==> config.mk <==
export PLATFORM = sky130hd
export DESIGN_NAME = vertex_stream_ram
export DESIGN_NICKNAME = d
export VERILOG_FILES = /design/src/rtl/vertex_pkg.sv /design/src/rtl/vertex_skid_fifo.sv /design/src/rtl/vertex_stream_ram.sv
export SDC_FILE = /design/constraint.sdc
export NUM_CORES = 1
export LEC_CHECK = 0
export ABC_AREA = 1
export BUFFER_PORTS_ARGS = -buffer_cell sky130_fd_sc_hd__buf_4
export CORE_UTILIZATION = 35
export DETAILED_ROUTE_END_ITERATION = 8
export HOLD_SLACK_MARGIN = 0.15
export PLACE_DENSITY = 0.48
export SLEW_MARGIN = 20
export SYNTH_ARGS = -nofsm -noshare
export SYNTH_HDL_FRONTEND = slang
export SYNTH_SLANG_ARGS = --single-unit
==> constraint.sdc <==
create_clock -name clock -period 2.1 [get_ports clock]
set_clock_uncertainty 0.15 [all_clocks]
set_input_delay 0.105 -clock clock [delete_from_list [all_inputs] [get_ports clock]]
set_output_delay 0.105 -clock clock [all_outputs]
set_load 0.005 [all_outputs]
==> src/rtl/vertex_pkg.sv <==
// Shared definitions for the vertex stream RAM: burst FSM states and the
// default geometry of the vertex store.
package vertex_pkg;

  localparam int VERTEX_DATA_W = 10;
  localparam int VERTEX_ADDR_W = 6;

  // Burst engine states. The encoding is exported on dbg_state.
  typedef enum logic [1:0] {
    IDLE  = 2'd0,
    FETCH = 2'd1,
    DRAIN = 2'd2,
    DONE  = 2'd3
  } vertex_state_e;

endpackage

==> src/rtl/vertex_skid_fifo.sv <==
// Two-entry FIFO between the RAM read and the output stream. It holds
// {data, addr, last} words and reports its occupancy so the read issuer
// never overruns it while the consumer stalls.
module vertex_skid_fifo #(
  parameter int W = 17
) (
  input  logic         clock,
  input  logic         reset_n,
  input  logic         push,
  input  logic [W-1:0] din,
  input  logic         pop,
  output logic [W-1:0] dout,
  output logic [1:0]   occupancy
);

  logic [W-1:0] entry0;
  logic [W-1:0] entry1;
  logic         wr_sel;
  logic         rd_sel;
  logic [1:0]   occ;

  // Storage, pointers and occupancy; push only when occ<2, pop only when occ>0.
  always_ff @(posedge clock or negedge reset_n) begin
    if (!reset_n) begin
      entry0 <= '0;
      entry1 <= '0;
      wr_sel <= 1'b0;
      rd_sel <= 1'b0;
      occ    <= 2'd0;
    end else begin
      if (push) begin
        if (wr_sel) entry1 <= din;
        else        entry0 <= din;
        wr_sel <= ~wr_sel;
      end
      if (pop) rd_sel <= ~rd_sel;
      case ({push, pop})
        2'b10:   occ <= occ + 2'd1;
        2'b01:   occ <= occ - 2'd1;
        default: occ <= occ;
      endcase
    end
  end

  assign dout      = rd_sel ? entry1 : entry0;
  assign occupancy = occ;

endmodule

==> src/rtl/vertex_stream_ram.sv <==
// Vertex store with one write port and a burst read engine that streams
// `count` consecutive entries from `base_addr` (wrapping modulo DEPTH) on
// a valid/ready interface.
//
// Configuration macro: VERTEX_RAM_FWD_EN
//   defined   : write-first bypass; a write to the address being read in
//               the same cycle delivers the new data on that beat.
//   undefined : read-first; the colliding read returns the old data.
//
// Handshake: a beat transfers on a cycle where out_valid && out_ready are
// both high; while out_valid=1 and out_ready=0 the beat (data, addr, last)
// is held unchanged, and out_valid never drops before acceptance.
module vertex_stream_ram
  import vertex_pkg::*;
#(
  parameter int DATA_W = VERTEX_DATA_W,
  parameter int ADDR_W = VERTEX_ADDR_W
) (
  input  logic              clock,
  input  logic              reset_n,
  input  logic              wren,
  input  logic [ADDR_W-1:0] wraddress,
  input  logic [DATA_W-1:0] data,
  input  logic              start,
  input  logic [ADDR_W-1:0] base_addr,
  input  logic [ADDR_W:0]   count,
  output logic              busy,
  output logic              done,
  output logic              out_valid,
  input  logic              out_ready,
  output logic [DATA_W-1:0] out_data,
  output logic [ADDR_W-1:0] out_addr,
  output logic              out_last,
  output logic [1:0]        dbg_state
);

  localparam int DEPTH  = 2 ** ADDR_W;
  localparam int SKID_W = DATA_W + ADDR_W + 1;

  logic [DATA_W-1:0] mem [DEPTH];

  vertex_state_e     state;
  vertex_state_e     state_nxt;
  logic [ADDR_W-1:0] rd_ptr;
  logic [ADDR_W:0]   issue_cnt;
  logic [ADDR_W:0]   beat_cnt;

  logic              rd_en;
  logic              beat_fire;
  logic [DATA_W-1:0] rd_word;
  logic [SKID_W-1:0] skid_din;
  logic [SKID_W-1:0] skid_dout;
  logic [1:0]        skid_occ;
  logic [DATA_W-1:0] head_data;
  logic [ADDR_W-1:0] head_addr;
  logic              head_last;

  // The RAM read register is the skid entry itself: a read issued in one
  // cycle lands in the skid at the closing edge, so reads in flight are
  // already counted by the skid occupancy and the gate is occupancy < 2.
  assign rd_en     = (state == FETCH) && (issue_cnt != '0) && (skid_occ < 2'd2);
  assign out_valid = (skid_occ != 2'd0);
  assign beat_fire = out_valid && out_ready;

`ifdef VERTEX_RAM_FWD_EN
  // Write-first: a same-cycle write to the read address bypasses the array.
  always_comb begin
    rd_word = mem[rd_ptr];
    if (wren && (wraddress == rd_ptr)) rd_word = data;
  end
`else
  // Read-first: the array still holds the old word during the write cycle.
  always_comb begin
    rd_word = mem[rd_ptr];
  end
`endif

  assign skid_din = {rd_word, rd_ptr, (issue_cnt == (ADDR_W+1)'(1))};

  vertex_skid_fifo #(
    .W (SKID_W)
  ) u_skid (
    .clock     (clock),
    .reset_n   (reset_n),
    .push      (rd_en),
    .din       (skid_din),
    .pop       (beat_fire),
    .dout      (skid_dout),
    .occupancy (skid_occ)
  );

  assign {head_data, head_addr, head_last} = skid_dout;
  assign out_data  = out_valid ? head_data : '0;
  assign out_addr  = out_valid ? head_addr : '0;
  assign out_last  = out_valid & head_last;
  assign dbg_state = state;

  // Vertex array write port; contents deliberately survive reset.
  always_ff @(posedge clock) begin
    if (wren) mem[wraddress] <= data;
  end

  // FSM state register.
  always_ff @(posedge clock or negedge reset_n) begin
    if (!reset_n) state <= IDLE;
    else          state <= state_nxt;
  end

  // Read pointer, issue counter and beat counter.
  always_ff @(posedge clock or negedge reset_n) begin
    if (!reset_n) begin
      rd_ptr    <= '0;
      issue_cnt <= '0;
      beat_cnt  <= '0;
    end else begin
      if ((state == IDLE) && start && (count != '0)) begin
        rd_ptr    <= base_addr;
        issue_cnt <= count;
        beat_cnt  <= count;
      end else begin
        if (rd_en) begin
          rd_ptr    <= rd_ptr + ADDR_W'(1);
          issue_cnt <= issue_cnt - (ADDR_W+1)'(1);
        end
        if (beat_fire) beat_cnt <= beat_cnt - (ADDR_W+1)'(1);
      end
    end
  end

  // Next-state logic and status outputs.
  always_comb begin
    state_nxt = state;
    busy      = 1'b0;
    done      = 1'b0;
    case (state)
      IDLE: begin
        if (start) state_nxt = (count == '0) ? DONE : FETCH;
      end
      FETCH: begin
        busy = 1'b1;
        if (rd_en && (issue_cnt == (ADDR_W+1)'(1))) state_nxt = DRAIN;
      end
      DRAIN: begin
        busy = 1'b1;
        // Leave as the last beat handshakes so done follows it directly.
        if ((beat_cnt == '0) || ((beat_cnt == (ADDR_W+1)'(1)) && beat_fire))
          state_nxt = DONE;
      end
      DONE: begin
        busy      = 1'b1;
        done      = 1'b1;
        state_nxt = IDLE;
      end
      default: state_nxt = IDLE;
    endcase
  end

endmodule
# Yosys cells after proc, flatten, opt, wreduce, memory -nomap -nowiden
# Memory sizes are Yosys's and may differ from the RTL's.
# Cells that the tools add are included.
[word_totals]
regBits = 60
ramBits = 640
input_bits = 34
out_inout_bits = 22
elab_cells = 69
n_memories = 1
[op_classes]
add_sub_neg = 5
n_lt_le_gt_ge = 1
n_eq_ne = 10
mux = 19
n_bitwise = 3
n_reduce_logical = 21
[mem_list]
columns = ["name", "words", "width", "rd", "rd_clocked_by_memory_dff", "write_ports", "line_no", "source"]
rows = [
  ["mem", 64, 10, 1, 0, 1, "vertex_stream_ram.sv:40", "logic [DATA_W-1:0] mem [DEPTH];"],
]
[ops]
columns = ["operator", "n"]
rows = [
  ["7-bit 2-to-1 mux", 4],
  ["6-bit 2-to-1 mux", 3],
  ["17-bit 2-to-1 mux", 1],
  ["7-bit by 1-bit == test with 1-bit output, second input constant", 2],
  ["7-bit zero test", 2],
  ["7-bit nonzero test", 2],
  ["7-bit by 1-bit subtractor with 7-bit output, second input constant", 2],
  ["10-bit 2-to-1 mux", 1],
  ["2-bit 2-to-1 mux", 4],
  ["2-bit one-hot mux with 4 select lines", 1],
  ["2-bit nonzero test", 4],
  ["1-bit logical AND", 7],
  ["6-bit by 1-bit adder with 6-bit output, second input constant", 1],
  ["2-bit == test, second input constant", 3],
  ["2-bit by 1-bit == test with 1-bit output, second input constant", 2],
  ["1-bit 2-to-1 mux", 4],
  ["2-bit != test, second input constant", 2],
  ["2-bit one-hot mux with 2 select lines", 1],
  ["2-bit AND reduction", 2],
  ["3-bit AND reduction", 1],
  ["3-bit OR reduction", 1],
  ["2-bit by 1-bit adder with 2-bit output, second input constant", 1],
  ["2-bit zero test", 1],
  ["2-bit less-than comparator, second input constant", 1],
  ["other kinds (5)", 6],
]

# Logic depth before layout (Yosys ltp)
[depth]
depth_word = 6
mapped_depth = 15
ltp_nobuf = 12

# Hierarchy
# From an unflattened synthesis, not the netlist that was laid out.
[hier_totals]
hier_cells = 2886
area_unflattened_um2 = 30249.0
[modules_own_cells]
columns = ["mod", "n_inst", "cells_per_inst", "area_each_um2", "seq_area_each_um2"]
rows = [
  ["vertex_stream_ram", 1, 2683, 28489.8, 19769.0],
  ["vertex_skid_fifo", 1, 203, 1759.2, 950.9],
]

# Worst setup path before layout
# OpenSTA, ideal clock, no wires.
[synth_path]
path_type = "reg2reg"
from = "register state[1], in the netlist dbg_state[1]"
to = "register u_skid.occ[1], in the netlist u_skid.occupancy[1]"
setup_ps = 131
arrival_ps = 1637
required_ps = 1819
setup_slack_ps = 183
path_stages_with_launch = 11
path_buffers = 1
synth_period_minus_slack_ps = 1917
cell_sequence = "dfrtp_1 inv_1 ha_1 inv_1 nor2_1 nand2_1 buf_2 ha_1 a21oi_1 o21ai_0 xor2_1"
[synth_between]
elab_chain_cells = 5
elab_cells_between_ends = 7
classes_between = "eq/ne (3); mux (1); reduce/logical (3)"
[synth_lines]
columns = ["item", "line_no", "source"]
rows = [
  ["start, declared", "vertex_stream_ram.sv:42", "vertex_state_e state;"],
  ["start signal, assigned", "vertex_stream_ram.sv:106", "else state <= state_nxt;"],
  ["2-bit by 1-bit == test with 1-bit output (*)", "vertex_stream_ram.sv:61", "assign rd_en = (state == FETCH) && (issue_cnt != '0) && (skid_occ < 2'd2);"],
  ["1-bit logical AND (*) (2 in series)", "vertex_stream_ram.sv:61", ""],
  ["2-bit by 1-bit == test with 1-bit output / 2-bit == test (equally long branches)", "vertex_skid_fifo.sv:37", "case ({push, pop})"],
  ["2-bit one-hot mux with 2 select lines / 2-bit nonzero test (equally long branches)", "--", ""],
  ["end signal, assigned", "vertex_skid_fifo.sv:38", "2'b10: occ <= occ + 2'd1;"],
  ["end signal, assigned", "vertex_skid_fifo.sv:39", "2'b01: occ <= occ - 2'd1;"],
  ["end, declared", "vertex_skid_fifo.sv:20", "logic [1:0] occ;"],
]
# Mark *: on every way between the ends. The rest lies on a longest branch, timed or not.
# A chain may end at the register's enable or synchronous reset.

# Worst setup path in the final report
[layout_path]
from = "register rd_ptr[0]"
to = "register u_skid.entry0[8]"
[layout_between]
elab_chain_cells = 1
[layout_lines]
columns = ["item", "line_no", "source"]
rows = [
  ["start, declared", "vertex_stream_ram.sv:44", "logic [ADDR_W-1:0] rd_ptr;"],
  ["start signal, assigned", "vertex_stream_ram.sv:117", "rd_ptr <= base_addr;"],
  ["start signal, assigned", "vertex_stream_ram.sv:122", "rd_ptr <= rd_ptr + ADDR_W'(1);"],
  ["memory read 64 x 10 bit", "--", ""],
  ["end signal, assigned", "vertex_skid_fifo.sv:33", "else entry0 <= din;"],
  ["end, declared", "vertex_skid_fifo.sv:16", "logic [W-1:0] entry0;"],
]
# Every way passes these cells.

==> reports/results.txt <==
Area after DPL: 32660 µm²
Startpoint Class: flop
Global-route wire length before repair: 136.0 mm
GRT overflow: 0
Power Dens Cells: 1368 nW/µm²
Post-Synth Simple-Gate Area: 21.55%
Vias: 21140
VDD IR max: 0.7641 mV
Worst min path class: in2reg
RSZ-0062 raised after global routing: yes
I/O Pins: 56
Met1 wire length: 41.04 mm
Post-route cell area: 37400 µm²
# rows: 105
Vias in the first global route: 20800
Number of port buffers: 55
Syn Inst Count: 2740
Synth cell types: 28
Num CTS Buffers: 79
Clk sink count: 700
Dpl ws: -0.2730 ns
Critical path type: reg2reg
Syn Area/Cell: 10.73 µm²
Final Cycle Share: 105.3%
Area of the multi-input gates: 8308 µm²
Drt initial violations: 1886
Minimum clock period: 2.211 ns
Antenna Violating Nets Remaining: 0
WL met3: 6.064 mm
Die Area: 85140 µm²
Setup violators final: 20
Share of layout cells above drive strength 1: 19.76%
DP HPWL: 54.51 mm
Mapped Nets: 2786
F_max: 452.4 MHz
Hold Fails Final Rpt: 0
Status: finished with violations
Post-DR wirelength/cell: 22.11 µm
Adder-Cell Fraction of Synth Area: 0.5108%
Die Height: 291.8 µm
WP data required: 2.46 ns
Mux share of post-synthesis cell area: 0%
Sequential cell area: 20730 µm²
Chip width: 291.8 µm
Post-synthesis instance area: 29390 µm²
Initial antenna violation count: 2
Drt total wl: 92.03 mm
Nets: 3080
Clock transition at path regs: 0.06 ns
Leak: 14.50 nW
Crit path arrival time: 2.57 ns
Final count of pins violating max slew: 0
Worst skew pair latency: 0.62 ns
Initial Utilization: 35.57%
Area growth syn-to-layout: 27.24%
Root Buffer: clkbuf_16
TritonCTS clock tree: yes
Crit path max fanout: 6
Largest family of logic cells by synthesized area: simple AND/OR/NAND/NOR gates
Final GP Congestion: 0.8457
Slew @ Worst Pin: 0.6610 ns
Failing checks: setup timing
Gr usage total: 21.47%
Max-cap check violation count: 0
Worst setup EP type: flop
Drt first pass iters: 5
Yosys reg bits: 700
H-tree depth: 3
ANT cells: 0
Max_slew headroom: 55.89%
Met2 wire length: 42.69 mm
Largest net degree at the start of global routing: 65
Sequential fraction of the synthesis area: 70.49%
Core area: 82640 µm²
Fillers: 7484
Residual DRC: 0
Longest Clk Path Bufs: 3
Via/cell ratio: 5.080
XOR/XNOR Fraction of Synth Area: 0.2980%
Min setup slack post-route: -0.1107 ns
DR top layer: met4
Area fraction in compound gates after synthesis: 3.533%
Ys Warns: 0
==> flip-flops by register name (all words and copies together), names as in the netlist, 2 cells and up <==
| signal | flops |
|---|---|
| mem | 640 |
| u_skid.entry0 | 17 |
| u_skid.entry1 | 17 |
| beat_cnt | 7 |
| issue_cnt | 7 |
| rd_ptr | 6 |
| dbg_state | 2 |
| u_skid.occupancy | 2 |
==> cell families after synthesis <==
| family | after synthesis |
|---|---|
| AOI/OAI and AO/OA | 200 |
| xor gates and xnor gates | 10 |
| adders and majority gates | 12 |
| buffers and inverters | 241 |
| DFF | 700 |
| and+or+nand+nor | 1577 |
==> power breakdown <==
part,switching (mW),internal [mW],leakage [nW]
Clock,5.59,8.26,1.25
Combinational,12.8,8.25,6.74
Sequential,0.436,15.9,6.51
==> cells in the final DEF, fill, tap and decap left out, drive strengths merged, types with 12 or more instances in the layout <==
cell	n
a21oi	62
buf	305
clkbuf	98
clkinv	38
dfrtp	60
dlygate4sd3	43
edfxtp	640
ha	12
inv	91
nand2	924
nand3	301
nor2	335
o21ai	125
==> final timing paths <==
check / start / endpoint / slack [ns] / cells after the start
max in group asynchronous: reset_n / rd_ptr[0] / 1.12 / 4
max reg2reg: rd_ptr[0] / u_skid.entry0[8] / -0.11 / 13
min reg2reg: u_skid.entry1[14] / u_skid.entry1[14] / 0.33 / 2
min: count[4] / issue_cnt[4] / 0.16 / 4
max: rd_ptr[0] / u_skid.entry0[8] / -0.11 / 13
min in group asynchronous: reset_n / rd_ptr[3] / 0.44 / 4
==> worst max-delay path, cell delays in order (launching register included) <==
cell       delay (ns)
dfrtp_4          0.59
buf_12           0.19
buf_12           0.14
clkbuf_16        0.16
nand2_1          0.05
nand2_1          0.05
nand2_1          0.05
nand3_1          0.16
nand3_1          0.17
nand2_2          0.08
nand3_1          0.09
nand2_1          0.09
nand2_1          0.06
nand2_1          0.05
==> layer usage <==
layer	global-route usage, %	vias up
met4	6.367	0
met2	34.11	675
li1	-	9894
met5	0	-
met3	3.243	119
met1	30.35	10460
==> final cells by class <==
class / instances / share of cell area, %
Clock buffer: 91 / 5.520
Clock inverter: 48 / 1.362
Inverter: 94 / 1.017
Multi-Input combinational cell: 1799 / 22.21
Sequential cell: 700 / 55.42
Tap cell: 1070 / 3.580
Timing Repair Buffer: 359 / 10.86
Timing Repair inverter: 1 / 0.03011
==> cells in the mapped netlist (all sizes together) <==
| cell type | number | share of area [%] |
|---|---|---|
| o221ai | 3 | 0.089 |
| xor2 | 6 | 0.18 |
| inv | 88 | 1.1 |
| edfxtp | 640 | 65 |
| o31ai | 1 | 0.026 |
| nor3 | 5 | 0.085 |
| clkbuf | 70 | 0.89 |
| o32ai | 1 | 0.030 |
| a21oi | 62 | 1.1 |
| nor2 | 335 | 4.3 |
| o211ai | 8 | 0.20 |
| nand3 | 301 | 5.1 |
| xnor2 | 4 | 0.12 |
| dfrtp | 60 | 5.1 |
| or2 | 1 | 0.021 |
| nand4 | 10 | 0.21 |
| o21ai | 125 | 2.1 |
| ha | 12 | 0.51 |
| buf | 77 | 1.5 |
| nand2 | 924 | 12 |
| clkinv | 6 | 0.077 |
| nor3b | 1 | 0.026 |
==> timing repair <==
action,CTS,global route
gates cloned,14,7
hold buffers,44,0
pin swaps,48,39
endpoints found under the hold margin,815,0
buffers inserted,17,8
gates resized for setup,146,145
endpoints found under the setup margin,37,51
==> through the flow <==
step	power [mW]	cells	hold slack, ns	utilization, %	setup TNS (ns)
2_1_floorplan	25.94	2740	-0.3406	-	0
3_3_place_gp	33.48	3935	-0.04885	39.52	-3.554
3_5_place_dp	33.50	3935	-0.04679	39.52	-3.707
4_1_cts	50.06	4148	0.1601	44.44	-1.164
5_1_grt	53.72	4162	0.1791	45.26	-3.129
6_report	51.18	4162	0.1576	45.26	-1.104
Power figures use the tool's default switching activity.
